`src/rtl/word_store_pkg.sv`:
```
// Shared types and widths for the word store sequencer.
package word_store_pkg;

  localparam int unsigned BYTE_W = 8;
  localparam int unsigned WORD_W = 16;

  typedef enum logic [1:0] {
    IDLE      = 2'd0,
    WR_FIRST  = 2'd1,
    WR_SECOND = 2'd2,
    DONE      = 2'd3
  } state_e;

endpackage

```
`src/rtl/word_store_sequencer.sv`:
```
// Stores a 16-bit word into byte-wide memory as two acknowledged write beats.
// Build option WORD_STORE_HI_FIRST_EN selects big-endian beat order (high byte first).
module word_store_sequencer
  import word_store_pkg::*;
#(
  parameter int unsigned ADDR_W = 8
) (
  input  logic              clock,
  input  logic              reset,
  input  logic              start,
  input  logic [WORD_W-1:0] wdata,
  input  logic [ADDR_W-1:0] base_addr,
  output logic              ready,
  output logic              busy,
  output logic              done,
  output logic              mem_we,
  output logic [ADDR_W-1:0] mem_addr,
  output logic [BYTE_W-1:0] mem_data,
  input  logic              mem_ack
);

  state_e              state_q, state_d;
  logic [WORD_W-1:0]   word_q, word_d;
  logic [ADDR_W-1:0]   addr_q, addr_d;
  logic [BYTE_W-1:0]   first_byte, second_byte;

  // Beat byte order; handshake and addressing do not depend on it.
`ifdef WORD_STORE_HI_FIRST_EN
  assign first_byte  = word_q[WORD_W-1:BYTE_W];
  assign second_byte = word_q[BYTE_W-1:0];
`else
  assign first_byte  = word_q[BYTE_W-1:0];
  assign second_byte = word_q[WORD_W-1:BYTE_W];
`endif

  always_ff @(posedge clock or posedge reset) begin
    if (reset) begin
      state_q <= IDLE;
      word_q  <= '0;
      addr_q  <= '0;
    end else begin
      state_q <= state_d;
      word_q  <= word_d;
      addr_q  <= addr_d;
    end
  end

  // Next state plus Moore output decode; memory bus reads zero outside a beat.
  always_comb begin
    state_d  = state_q;
    word_d   = word_q;
    addr_d   = addr_q;
    ready    = 1'b0;
    busy     = 1'b0;
    done     = 1'b0;
    mem_we   = 1'b0;
    mem_addr = '0;
    mem_data = '0;
    case (state_q)
      IDLE: begin
        ready = 1'b1;
        if (start) begin
          word_d  = wdata;
          addr_d  = base_addr;
          state_d = WR_FIRST;
        end
      end
      WR_FIRST: begin
        busy     = 1'b1;
        mem_we   = 1'b1;
        mem_addr = addr_q;
        mem_data = first_byte;
        if (mem_ack) state_d = WR_SECOND;
      end
      WR_SECOND: begin
        busy     = 1'b1;
        mem_we   = 1'b1;
        mem_addr = addr_q + ADDR_W'(1);
        mem_data = second_byte;
        if (mem_ack) state_d = DONE;
      end
      DONE: begin
        ready = 1'b1;
        done  = 1'b1;
        if (start) begin
          word_d  = wdata;
          addr_d  = base_addr;
          state_d = WR_FIRST;
        end else begin
          state_d = IDLE;
        end
      end
      default: state_d = IDLE;
    endcase
  end

endmodule

```
`config.mk`:
```
export PLATFORM = sky130hd
export DESIGN_NAME = word_store_sequencer
export DESIGN_NICKNAME = d
export VERILOG_FILES = /design/src/rtl/word_store_pkg.sv /design/src/rtl/word_store_sequencer.sv
export SDC_FILE = /design/constraint.sdc
export NUM_CORES = 1
export LEC_CHECK = 0
export BUFFER_PORTS_ARGS = -buffer_cell sky130_fd_sc_hd__buf_2
export CAP_MARGIN = 20
export CORE_MARGIN = 5
export CORE_UTILIZATION = 35
export DETAILED_ROUTE_END_ITERATION = 6
export GPL_TIMING_DRIVEN = 0
export PLACE_DENSITY = 0.63
export SLEW_MARGIN = 20
export SYNTH_ARGS = -nofsm -noshare
export SYNTH_HDL_FRONTEND = slang
export SYNTH_SLANG_ARGS = --single-unit
```
`constraint.sdc`:
```
create_clock -name clock -period 2.8 [get_ports clock]
set_input_delay 0.7 -clock clock [delete_from_list [all_inputs] [get_ports clock]]
set_output_delay 0.7 -clock clock [all_outputs]
set_load 0.1 [all_outputs]
```
* Word level (Yosys, flattened, before mapping)
Cells that the tools add are included.
Cells by class: add/sub/neg operators 1, eq/ne operators 6, multiplexer cells 10, reductions and logical operators 5
Operators with widths (number):
- 8-bit one-hot mux with 2 select lines | 2
- 8-bit by 1-bit adder with 8-bit output, second input constant | 1
- 2-bit one-hot mux with 4 select lines | 1
- 2-bit 2-to-1 mux | 3
- 2-bit != test, second input constant | 3
- 2-bit equality test, second input constant | 2
- 1-bit 2-to-1 mux | 4
- 2-bit OR reduction | 2
- 3-bit AND reduction | 1
- 2-bit by 1-bit equality test with 1-bit output, second input constant | 1
- 2-bit logical NOT | 1
- 2-bit AND reduction | 1
Word-level totals: flip-flop bits (word level) 26, word-level logic and storage cells 25

* Longest topological paths before layout
Gate-level depths: netlist of run 1.
word-level depth 3, mapped depth 6, gate-level depth less buffers 5

* Worst setup path before layout of run 1
No wires, ideal clock.
kind register -> output, from reg state_q[0], to out mem_addr[0], arrival 3675 ps, required time 2100 ps, path slack -1575 ps, cell stages (with the launch flop) 6, buffers on the path 1, path through dfrtp_1 > inv_1 > ha_1 > inv_2 > clkbuf_1 > nor2_1
On the way: word-level cells in the longest chain between the ends 2, elaborated cells between the ends (all ways) 3
Ends and longest elaborated chain:
- from (decl) | line word_store_sequencer.sv:22 | state_e state_q, state_d;
- from (signal assigned) | line word_store_sequencer.sv:42 | state_q <= state_d;
- 2-bit equality test / 2-bit by 1-bit equality test with 1-bit output (equally long branches) | line word_store_sequencer.sv:59 | case (state_q)
- 8-bit one-hot mux with 2 select lines * | line word_store_sequencer.sv:59
- to (decl) | line word_store_sequencer.sv:17 | output logic [ADDR_W-1:0] mem_addr,
Every way passes the cells marked *; elsewhere a longest branch is shown, timed or not.

* Worst setup path after layout of run 1
from reg state_q[0], to out mem_addr[5]
The elaborated chain is that of the path after synthesis.

==> run summary, run 1 <==
most frequent cells in the layout: buf_2, dfrtp_1, mux2_2, buf_4
warnings from Yosys: 0
Setup crit end kind: output port
synthesis-stage register bit count: 26
final hold viol count: 0
Slew headroom: 62.69%
WL/cell: 15.55 um
Worst-Margin Slew: 0.5588 ns
crit path launch type: register
synthesized area per cell: 10.96 sq um
Post-CTS Hold Fix Bufs: 0
Final WS setup: 0.08904 ns
final wirelength: 3591 um
Crit Path Category: register to output port
Worst path max stage delay: 0.50 ns
CTS H-tree depth: 1
Worst-path clk slew: 0.09 ns
Max-Cap Viols: 0
RePlAce Congestion: 0.7678
Slew Limit Fails: 0
cell family with most CP delay: buffers and inverters
Post-Syn Instances: 127
IO Port Bufs: 47
DRC viols: 0
Clock Skew: 0.009665 ns
slowest cell on the critical path: or4_4
clock period minus worst slack: 2.711 ns
pin count of the biggest net entering global routing: 27
number of CTS-inserted buffers: 3
CTS Root Cell: clkbuf_8
Vias: 1199
Min-Delay Path Class: input port to async pin
1st-pass router iterations: 4
worst skew pair latency: 0.27 ns
Highest Signal Layer: met4
metal3 WL: 269 um
vias in the first global route: 1347
unique cell type count in the Yosys netlist: 28
Setup TNS Final: 0 ns
# setup viols final: 0
drt via density: 5.190
crit path DAT: 2.01 ns
Nets: 215
initial antenna violation count: 0
Clock Path Buffers: 2
P&R area growth vs syn: 46.04%
DRT iter0 DRCs: 30
die width: 73.05 um
met1 WL: 1484 um
commonest non-fill, non-tap cell in the layout: buf_2
first-pass GRT wire length: 6085 um
Final Cycle Share: 96.82%
crit path buf inv count: 4
core area: 3914 sq um
cell breakdown of the critical path: inv_2 > ha_1 > buf_6 > inv_2 > or4_4 > a31oi_2 > buf_6
syn nets: 160
GRT Resource Usage Total: 14.44%
status: complete, no violations
CTS sink cnt: 26
required time of the worst setup path: 2.10 ns
ANT nets after route: 0
RSZ-0062 raised after global routing: true
total gr overflow: 0
CTS tree: done
area of the die: 5336 sq um
Seq/Total Area, Yosys: 46.76%
Setup Slack @ Placement: -0.05222 ns
# IOs: 48
Core Rows: 23
Syn Std Cell Area: 1391 sq um
initial core utilization: 35.55%
Die Y-Extent: 73.05 um
ant diodes: 0
cell depth of the worst setup path: 7
reg2reg path depth: 6
FMAX: 0.3689 GHz
worst-path maximum fanout: 7
met2 wire len: 1781 um
share of post-route cells with drive strength above 1: 62.98%
dpl hpwl: 2651 um
synth_stat cells (all sizes together):
library cell	instances	area share, %
o22ai	2	0.90
o21ai	2	0.72
nor2b	2	0.90
or4	2	1.1
nand3	2	1.1
a22oi	9	4.9
nand3b	1	0.54
clkbuf	4	1.1
a31oi	2	0.90
nand2	8	2.2
buf	5	2.2
a21oi	4	1.4
o41a	1	0.81
nand4	1	0.45
o21bai	1	0.54
dfrtp	26	47
or3	2	0.90
inv	6	1.6
mux2	24	19
ha	5	4.5
a31o	1	0.63
o211ai	3	1.6
o31ai	1	0.54
nor2	11	3.0
mux2i	2	1.4
worst register-to-register path, cell delays in order, from the launching register on:
cell     delay, ns
dfrtp_1       0.42
inv_1         0.15
ha_4          0.24
nor2b_1       0.11
buf_2         0.18
buf_2         0.27
mux2_2        0.37
metal layers:
layer	vias up	GRT usage [%]
met5	-	0
met4	0	4.713
met3	7	4.270
met2	43	24.63
met1	582	17.28
li1	567	-
final timing paths:
| check | start | endpoint | slack (ns) |
|---|---|---|---|
| min | reset | word_q[8] | 0.47 |
| max | state_q[0] | mem_addr[5] | 0.09 |
| max reg2reg | state_q[1] | word_q[9] | 0.94 |
| min reg2reg | word_q[12] | word_q[12] | 0.52 |
| min in group clock | word_q[12] | word_q[12] | 0.52 |
| max in group asynchronous | reset | addr_q[3] | 1.96 |
final cells by class:
type	count	area, sq um
fill	381	1882
multi-input combinational	86	818.3
sequential	26	650.6
timing repair buffer	51	355.3
tap	50	62.56
buffer	8	51.30
clock buffer	3	41.29
clock inverter	1	30.03
inverter	6	22.52
logic make-up (layout without fill, tap and decap cells):
logic type,after synthesis,count (layout),share of synthesized area [%]
multiplexers,26,26,20.86
AO/OA/AOI/OAI,26,26,12.95
buffers and inverters,15,69,4.855
adder cells (fa/ha/maj),5,5,4.496
AND/OR/NAND/NOR,29,29,10.07
flip-flops,26,26,46.76
flip-flops by register name, summed over array words and instances (netlist names):
signal / count
addr_q: 8
word_q: 16
state_q: 2
per-stage QoR:
step	instance area, sq um	utilization (%)	hold slack (ns)	std cells
finish	2032	51.92	0.4655	231
global route	2032	51.92	0.5264	231
CTS	1953	49.90	0.5223	228
detailed placement	1813	46.32	0.4999	224
global placement	1813	46.32	0.4915	224
floorplan	1515	-	0.4810	127
timing repair:
action                                  4_1_cts  5_1_grt
resized for setup                            24       17
cloned                                        0        0
endpoints found under the setup margin       17       17
setup buffers                                 1        3
pin swaps                                     0        1
Power of run 1 is not shown: default switching activity piles up to over one toggle a cycle in this logic, so the estimate is an artifact.
==> run 2: changes to the inputs <==
--- a/config.mk
+++ b/config.mk
@@ -11,8 +11,8 @@
 export CORE_UTILIZATION = 35
 export DETAILED_ROUTE_END_ITERATION = 6
 export GPL_TIMING_DRIVEN = 0
-export PLACE_DENSITY = 0.63
-export SLEW_MARGIN = 20
+export PLACE_DENSITY = 0.66
+export SLEW_MARGIN = 10
 export SYNTH_ARGS = -nofsm -noshare
 export SYNTH_HDL_FRONTEND = slang
 export SYNTH_SLANG_ARGS = --single-unit
==> constraint.sdc (replaced) <==
create_clock -name clock -period 2.4 [get_ports clock]
set_input_delay 0.6 -clock clock [delete_from_list [all_inputs] [get_ports clock]]
set_output_delay 0.6 -clock clock [all_outputs]
set_load 0.1 [all_outputs]
==> run summary, run 2 (synthesis results as in run 1) <==
Area after DPL: 1907 sq um (was 1813 sq um)
WL/cell: 17.02 um (was 15.55 um)
total gr overflow: 0 (unchanged)
Die Y-Extent: 73.05 um (unchanged)
worst-path maximum fanout: 4 (was 7)
Nets: 228 (was 215)
CTS tree: done (unchanged)
die width: 73.05 um (unchanged)
Setup Slack @ Placement: -0.3061 ns (was -0.05222 ns)
most frequent cells in the layout: buf_2, mux2_2, dfrtp_1, buf_12, buf_4 (was buf_2, dfrtp_1, mux2_2, buf_4)
failing checks: setup timing
GRT Resource Usage Total: 15.99% (was 14.44%)
# setup viols final: 6 (was 0)
fin area: 2484 sq um (was 2032 sq um)
initial core utilization: 35.55% (unchanged)
CTS sink cnt: 26 (unchanged)
initial antenna violation count: 0 (unchanged)
IO Port Bufs: 47 (unchanged)
1st-pass router iterations: 4 (unchanged)
worst skew pair latency: 0.27 ns (about the same)
crit path DAT: 1.88 ns (was 2.01 ns)
final hold viol count: 0 (unchanged)
Vias: 1253 (was 1199)
Slew Limit Fails: 0 (unchanged)
Final Cycle Share: 103.3%
ant diodes: 0 (unchanged)
Worst-path clk slew: 0.09 ns (about the same)
ANT nets after route: 0 (unchanged)
area of the die: 5336 sq um (unchanged)
clock period minus worst slack: 2.479 ns
status: complete, but fails checks (was complete, no violations)
drt via density: 5.135 (was 5.190)
RePlAce Congestion: 0.7933 (was 0.7678)
P&R area growth vs syn: 78.51% (was 46.04%)
Final WS setup: -0.07863 ns (was 0.08904 ns)
number of CTS-inserted buffers: 3 (unchanged)
pin count of the biggest net entering global routing: 27 (unchanged)
dpl hpwl: 2691 um (was 2651 um)
Slew headroom: 60.46% (was 62.69%)
Crit Path Category: register to output port (unchanged)
final wirelength: 4153 um (was 3591 um)
required time of the worst setup path: 1.80 ns (was 2.10 ns)
CTS Root Cell: clkbuf_8 (unchanged)
# IOs: 48 (unchanged)
RSZ-0062 raised after global routing: true (unchanged)
share of post-route cells with drive strength above 1: 74.74% (was 62.98%)
Setup crit end kind: output port (unchanged)
Core Rows: 23 (unchanged)
core area: 3914 sq um (unchanged)
Worst-Margin Slew: 0.5925 ns (was 0.5588 ns)
vias in the first global route: 1412 (was 1347)
crit path launch type: register (unchanged)
DRT iter0 DRCs: 42 (was 30)
Filler cells: 321 (was 381)
Worst path max stage delay: 0.45 ns (was 0.50 ns)
Clock Path Buffers: 2 (unchanged)
crit path buf inv count: 1 (was 4)
Clock Skew: 0.001721 ns (was 0.009665 ns)
DRC viols: 0 (unchanged)
Post-CTS Hold Fix Bufs: 0 (unchanged)
first-pass GRT wire length: 6596 um (was 6085 um)
commonest non-fill, non-tap cell in the layout: buf_2 (unchanged)
Max-Cap Viols: 0 (unchanged)
FMAX: 0.4034 GHz
flip-flop count of the largest register after layout: 16 (unchanged)
top flop regs: word_q x16, addr_q x8, state_q x2 (unchanged)
slowest cell on the critical path: o41a_1 (was or4_4)
Top reg by flops: word_q (unchanged)
Min-Delay Path Class: input port to async pin (unchanged)
cell family with most CP delay: compound AO/OA/AOI/OAI gates (was buffers and inverters)
cell breakdown of the critical path: ha_2 > nand3_2 > o41a_1 > a21oi_4 > buf_12 (was inv_2 > ha_1 > buf_6 > inv_2 > or4_4 > a31oi_2 > buf_6)
CTS H-tree depth: 1 (unchanged)
run 2: cell types whose count changed in the layout (fill, tap and decap cells not counted), moves of 3 or more:
cell,change
buf_6,-3
a22oi_2,+9
buf_12,+15
a22oi_1,-9
run 2: through the flow:
stage | TNS, ns | hold slack, ns | cells | utilization (%)
after floorplan | -0.5844 | 0.4810 | 127 | -
after global placement | -3.457 | 0.4909 | 224 | 48.72
after detailed placement | -3.896 | 0.4975 | 224 | 48.72
after CTS | -0.4658 | 0.5389 | 235 | 57.80
after global routing | -0.8442 | 0.4360 | 244 | 63.46
final | -0.2469 | 0.3782 | 244 | 63.46
run 2: area by class of cell:
class	instances	area (sq um)	share of cell area [%]
Tap cell	50	62.56	2.519
Clock buffer	4	55.05	2.217
Multi-Input combinational cell	86	954.7	38.44
Inverter	6	37.54	1.511
Sequential cell	26	653.1	26.30
Timing Repair Buffer	65	638.1	25.69
Buffer	7	82.58	3.325
run 2: what timing repair did:
action | 4_1_cts | 5_1_grt
setup buffers | 8 | 8
gates resized for setup | 66 | 34
gates cloned | 0 | 1
endpoints found under the hold margin | 0 | 0
pin swaps | 5 | 5
endpoints found under the setup margin | 17 | 18
run 2: worst paths after layout:
| check | start | end | slack [ns] | depth (start not counted) |
|---|---|---|---|---|
| max | addr_q[0] | mem_addr[6] | -0.08 | 5 |
| min | reset | word_q[10] | 0.38 | 2 |
| max reg2reg | state_q[0] | word_q[10] | 0.39 | 8 |
| min reg2reg | word_q[13] | word_q[13] | 0.54 | 1 |
| max in group asynchronous | reset | state_q[1] | 1.51 | 3 |
| min in group clock | word_q[13] | word_q[13] | 0.54 | 1 |
run 2: metal layers:
| layer | GRT usage (%) | share of wire (%) | vias to the layer above |
|---|---|---|---|
| met5 | 0 | 0 | - |
| met4 | 5.738 | 1.7 | 0 |
| met3 | 2.755 | 4.7 | 9 |
| met2 | 29.49 | 56 | 41 |
| met1 | 18.23 | 38 | 615 |
| li1 | - | - | 588 |
Power of run 2 is left out for the same reason.
==> run 3: changes to the inputs <==
--- a/config.mk
+++ b/config.mk
@@ -5,13 +5,14 @@
 export SDC_FILE = /design/constraint.sdc
 export NUM_CORES = 1
 export LEC_CHECK = 0
+export ABC_AREA = 1
 export BUFFER_PORTS_ARGS = -buffer_cell sky130_fd_sc_hd__buf_2
 export CAP_MARGIN = 20
 export CORE_MARGIN = 5
 export CORE_UTILIZATION = 35
 export DETAILED_ROUTE_END_ITERATION = 6
 export GPL_TIMING_DRIVEN = 0
-export PLACE_DENSITY = 0.66
+export PLACE_DENSITY = 0.63
 export SLEW_MARGIN = 10
 export SYNTH_ARGS = -nofsm -noshare
 export SYNTH_HDL_FRONTEND = slang
==> constraint.sdc (replaced) <==
create_clock -name clock -period 2.7 [get_ports clock]
set_input_delay 0.675 -clock clock [delete_from_list [all_inputs] [get_ports clock]]
set_output_delay 0.675 -clock clock [all_outputs]
set_load 0.1 [all_outputs]
==> run summary, run 3 <==
WL/cell: 13.13 um (was 17.02 um)
ant diodes: 0 (unchanged)
synthesis-stage register bit count: 26 (unchanged)
GRT Resource Usage Total: 12.77% (was 15.99%)
1st-pass router iterations: 4 (unchanged)
dpl hpwl: 2632 um (was 2691 um)
Slew headroom: 66.50% (was 60.46%)
Setup TNS Final: 0 ns (was -0.2469 ns)
Max-Cap Viols: 0 (unchanged)
worst skew pair latency: 0.27 ns (about the same)
crit path launch type: register (unchanged)
reg2reg path depth: 6 (was 8)
# setup viols final: 0 (was 6)
R2R Path End: word_q[5] (was word_q[10])
total gr overflow: 0 (unchanged)
unique cell type count in the Yosys netlist: 20 (was 28)
Synth top area share: 45.14% (was 46.76%)
most frequent cells after synthesis: nand2_1, dfrtp_1, a21oi_1 (was dfrtp_1, mux2_2, nor2_1)
cell breakdown of the critical path: inv_1 > ha_4 > inv_2 > clkbuf_8 > buf_2 (was ha_2 > nand3_2 > o41a_1 > a21oi_4 > buf_12)
crit path DAT: 1.91 ns (was 1.88 ns)
commonest non-fill, non-tap cell in the layout: nand2_1 (was buf_2)
Clock Path Buffers: 2 (unchanged)
core area: 4000 sq um (was 3914 sq um)
crit path buf inv count: 4 (was 1)
pin count of the biggest net entering global routing: 27 (unchanged)
required time of the worst setup path: 2.03 ns (was 1.80 ns)
Clock Skew: 0.001705 ns (was 0.001721 ns)
Min-Delay Path Class: input port to async pin (unchanged)
syn nets: 193 (was 160)
CTS H-tree depth: 1 (unchanged)
met3 Use GR: 3.514% (was 2.755%)
Area after DPL: 1886 sq um (was 1907 sq um)
most numerous cell in the Yosys netlist: nand2_1 (was dfrtp_1)
asr flop ratio synth: 100.0% (unchanged)
# IOs: 48 (unchanged)
drt via density: 4.747 (was 5.135)
Seq/Total Area, Yosys: 45.14% (was 46.76%)
Post-Syn Instances: 160 (was 127)
fin area: 2042 sq um (was 2484 sq um)
GR met2 Demand/Resource: 20.08% (was 29.49%)
Syn Std Cell Area: 1441 sq um (was 1391 sq um)
Worst-path clk slew: 0.09 ns (about the same)
P&R area growth vs syn: 41.67% (was 78.51%)
DRT iter0 DRCs: 37 (was 42)
Final Cycle Share: 95.88%
number of synthesized flops with an enable pin: 0 (unchanged)
flop-to-flop setup slack: 1.07 ns (was 0.39 ns)
initial core utilization: 36.03% (was 35.55%)
Setup crit end kind: output port (unchanged)
initial antenna violation count: 0 (unchanged)
top flop regs: word_q x16, addr_q x8, state_q x2 (unchanged)
Area contributors post-synth: dfrtp_1, mux2_2, nand2_1 (was dfrtp_1, mux2_2, a22oi_1)
final hold viol count: 0 (unchanged)
cell family with most CP delay: buffers and inverters (was compound AO/OA/AOI/OAI gates)
first-pass GRT wire length: 5451 um (was 6596 um)
flip-flop count of the largest register after layout: 16 (unchanged)
IO Port Bufs: 47 (unchanged)
Primary FF master, synth: dfrtp_1 (unchanged)
worst-path maximum fanout: 10 (was 4)
ANT nets after route: 0 (unchanged)
Vias: 1239 (was 1253)
most frequent cells in the layout: nand2_1, buf_2, dfrtp_1, mux2_2, nor2_1 (was buf_2, mux2_2, dfrtp_1, buf_12, buf_4)
Worst path max stage delay: 0.46 ns (was 0.45 ns)
cell taking the most area after synthesis: dfrtp_1 (unchanged)
CTS Root Cell: clkbuf_8 (unchanged)
CTS sink cnt: 26 (unchanged)
Core Rows: 23 (unchanged)
clock period minus worst slack: 2.589 ns
M1 GR Usage: 17.54% (was 18.23%)
share of post-route cells with drive strength above 1: 45.02% (was 74.74%)
Nets: 246 (was 228)
RSZ-0062 raised after global routing: false (was true)
number of CTS-inserted buffers: 3 (unchanged)
synthesized area per cell: 9.009 sq um (was 10.96 sq um)
Top Usage Layer GRT: met2 (unchanged)
Post-CTS Hold Fix Bufs: 0 (unchanged)
Worst-Margin Slew: 0.5020 ns (was 0.5925 ns)
Post-CTS Setup Inserts: 0 (was 8)
FMAX: 0.3863 GHz
final wirelength: 3428 um (was 4153 um)
RePlAce Congestion: 0.7479 (was 0.7933)
DRC viols: 0 (unchanged)
slowest cell on the critical path: buf_2 (was o41a_1)
vias in the first global route: 1168 (was 1412)
Top reg by flops: word_q (unchanged)
die width: 74.18 um (was 73.05 um)
area of the die: 5502 sq um (was 5336 sq um)
Slew Limit Fails: 0 (unchanged)
RR Startpoint: state_q[0] (unchanged)
status: complete, no violations (was complete, but fails checks)
warnings from Yosys: 0 (unchanged)
Crit Path Category: register to output port (unchanged)
Die Y-Extent: 74.18 um (was 73.05 um)
CTS tree: done (unchanged)
-- run 3: cell count changes in the layout (fill, tap and decap cells not counted), moves of 9 or more --
cell | before | now
a22oi_2 | 9 | 0
buf_12 | 17 | 1
buf_4 | 15 | 4
inv_1 | 2 | 12
nand2_1 | 8 | 37
nor2_1 | 1 | 15
nor2_4 | 10 | 0
o21ai_0 | 1 | 11
-- run 3: logic make-up after synthesis --
logic type / after synthesis / share of synthesized area, %
flops: 26 / 45.14
fa+ha+maj: 5 / 4.340
simple gates: 57 / 15.71
mux: 19 / 14.84
compound gates: 32 / 11.55
buf+inv: 21 / 8.419
-- run 3: layer usage --
layer / part of all wire (%) / wire length (um)
met1: 45 / 1543
met3: 8.2 / 280
met5: 0 / 0
met2: 46 / 1573
met4: 0.85 / 29
-- run 3: area by class of cell --
cell class,count,area [sq um]
plain buffers,8,87.58
inverters,13,48.80
multi-input cells,113,808.3
well taps,50,62.56
clock buffers,3,41.29
fillers,403,1958
repair buffers,48,342.8
flip-flops and latches,26,650.6
-- run 3: per-stage QoR --
step,worst slack [ns],hold WS [ns],instances,util [%]
finish,0.1113,0.4171,261,51.05
global route,0.001725,0.4499,261,51.05
CTS,0.02623,0.5067,260,48.92
detailed placement,0.1897,0.4858,257,47.14
global placement,0.2030,0.4818,257,47.14
floorplan,0.02443,0.4641,160,-
-- run 3: worst max-delay path by stage --
stage | end | start | cells after the start
2_1_floorplan | mem_addr[0] | state_q[0] | 4
3_3_place_gp | mem_data[0] | state_q[0] | 7
3_5_place_dp | mem_data[2] | state_q[0] | 7
4_1_cts | mem_data[5] | state_q[0] | 7
5_1_grt | mem_data[5] | state_q[0] | 7
6_report | ready | state_q[0] | 5
-- run 3: worst register-to-register path, delay by kind of cell, from the launching register on --
kind | cells | cell delay, ns
buffers and inverters | 3 | 0.34
flip-flops | 1 | 0.41
AND/OR/NAND/NOR | 1 | 0.08
multiplexers | 1 | 0.35
adder cells (fa/ha/maj) | 1 | 0.34
-- run 3: repair_timing --
action,in CTS,in global routing
gates resized for setup,12,19
pin swaps,0,0
hold endpoints to repair,0,0
setup endpoints to repair,12,14
Power of run 3 is left out for the same reason.
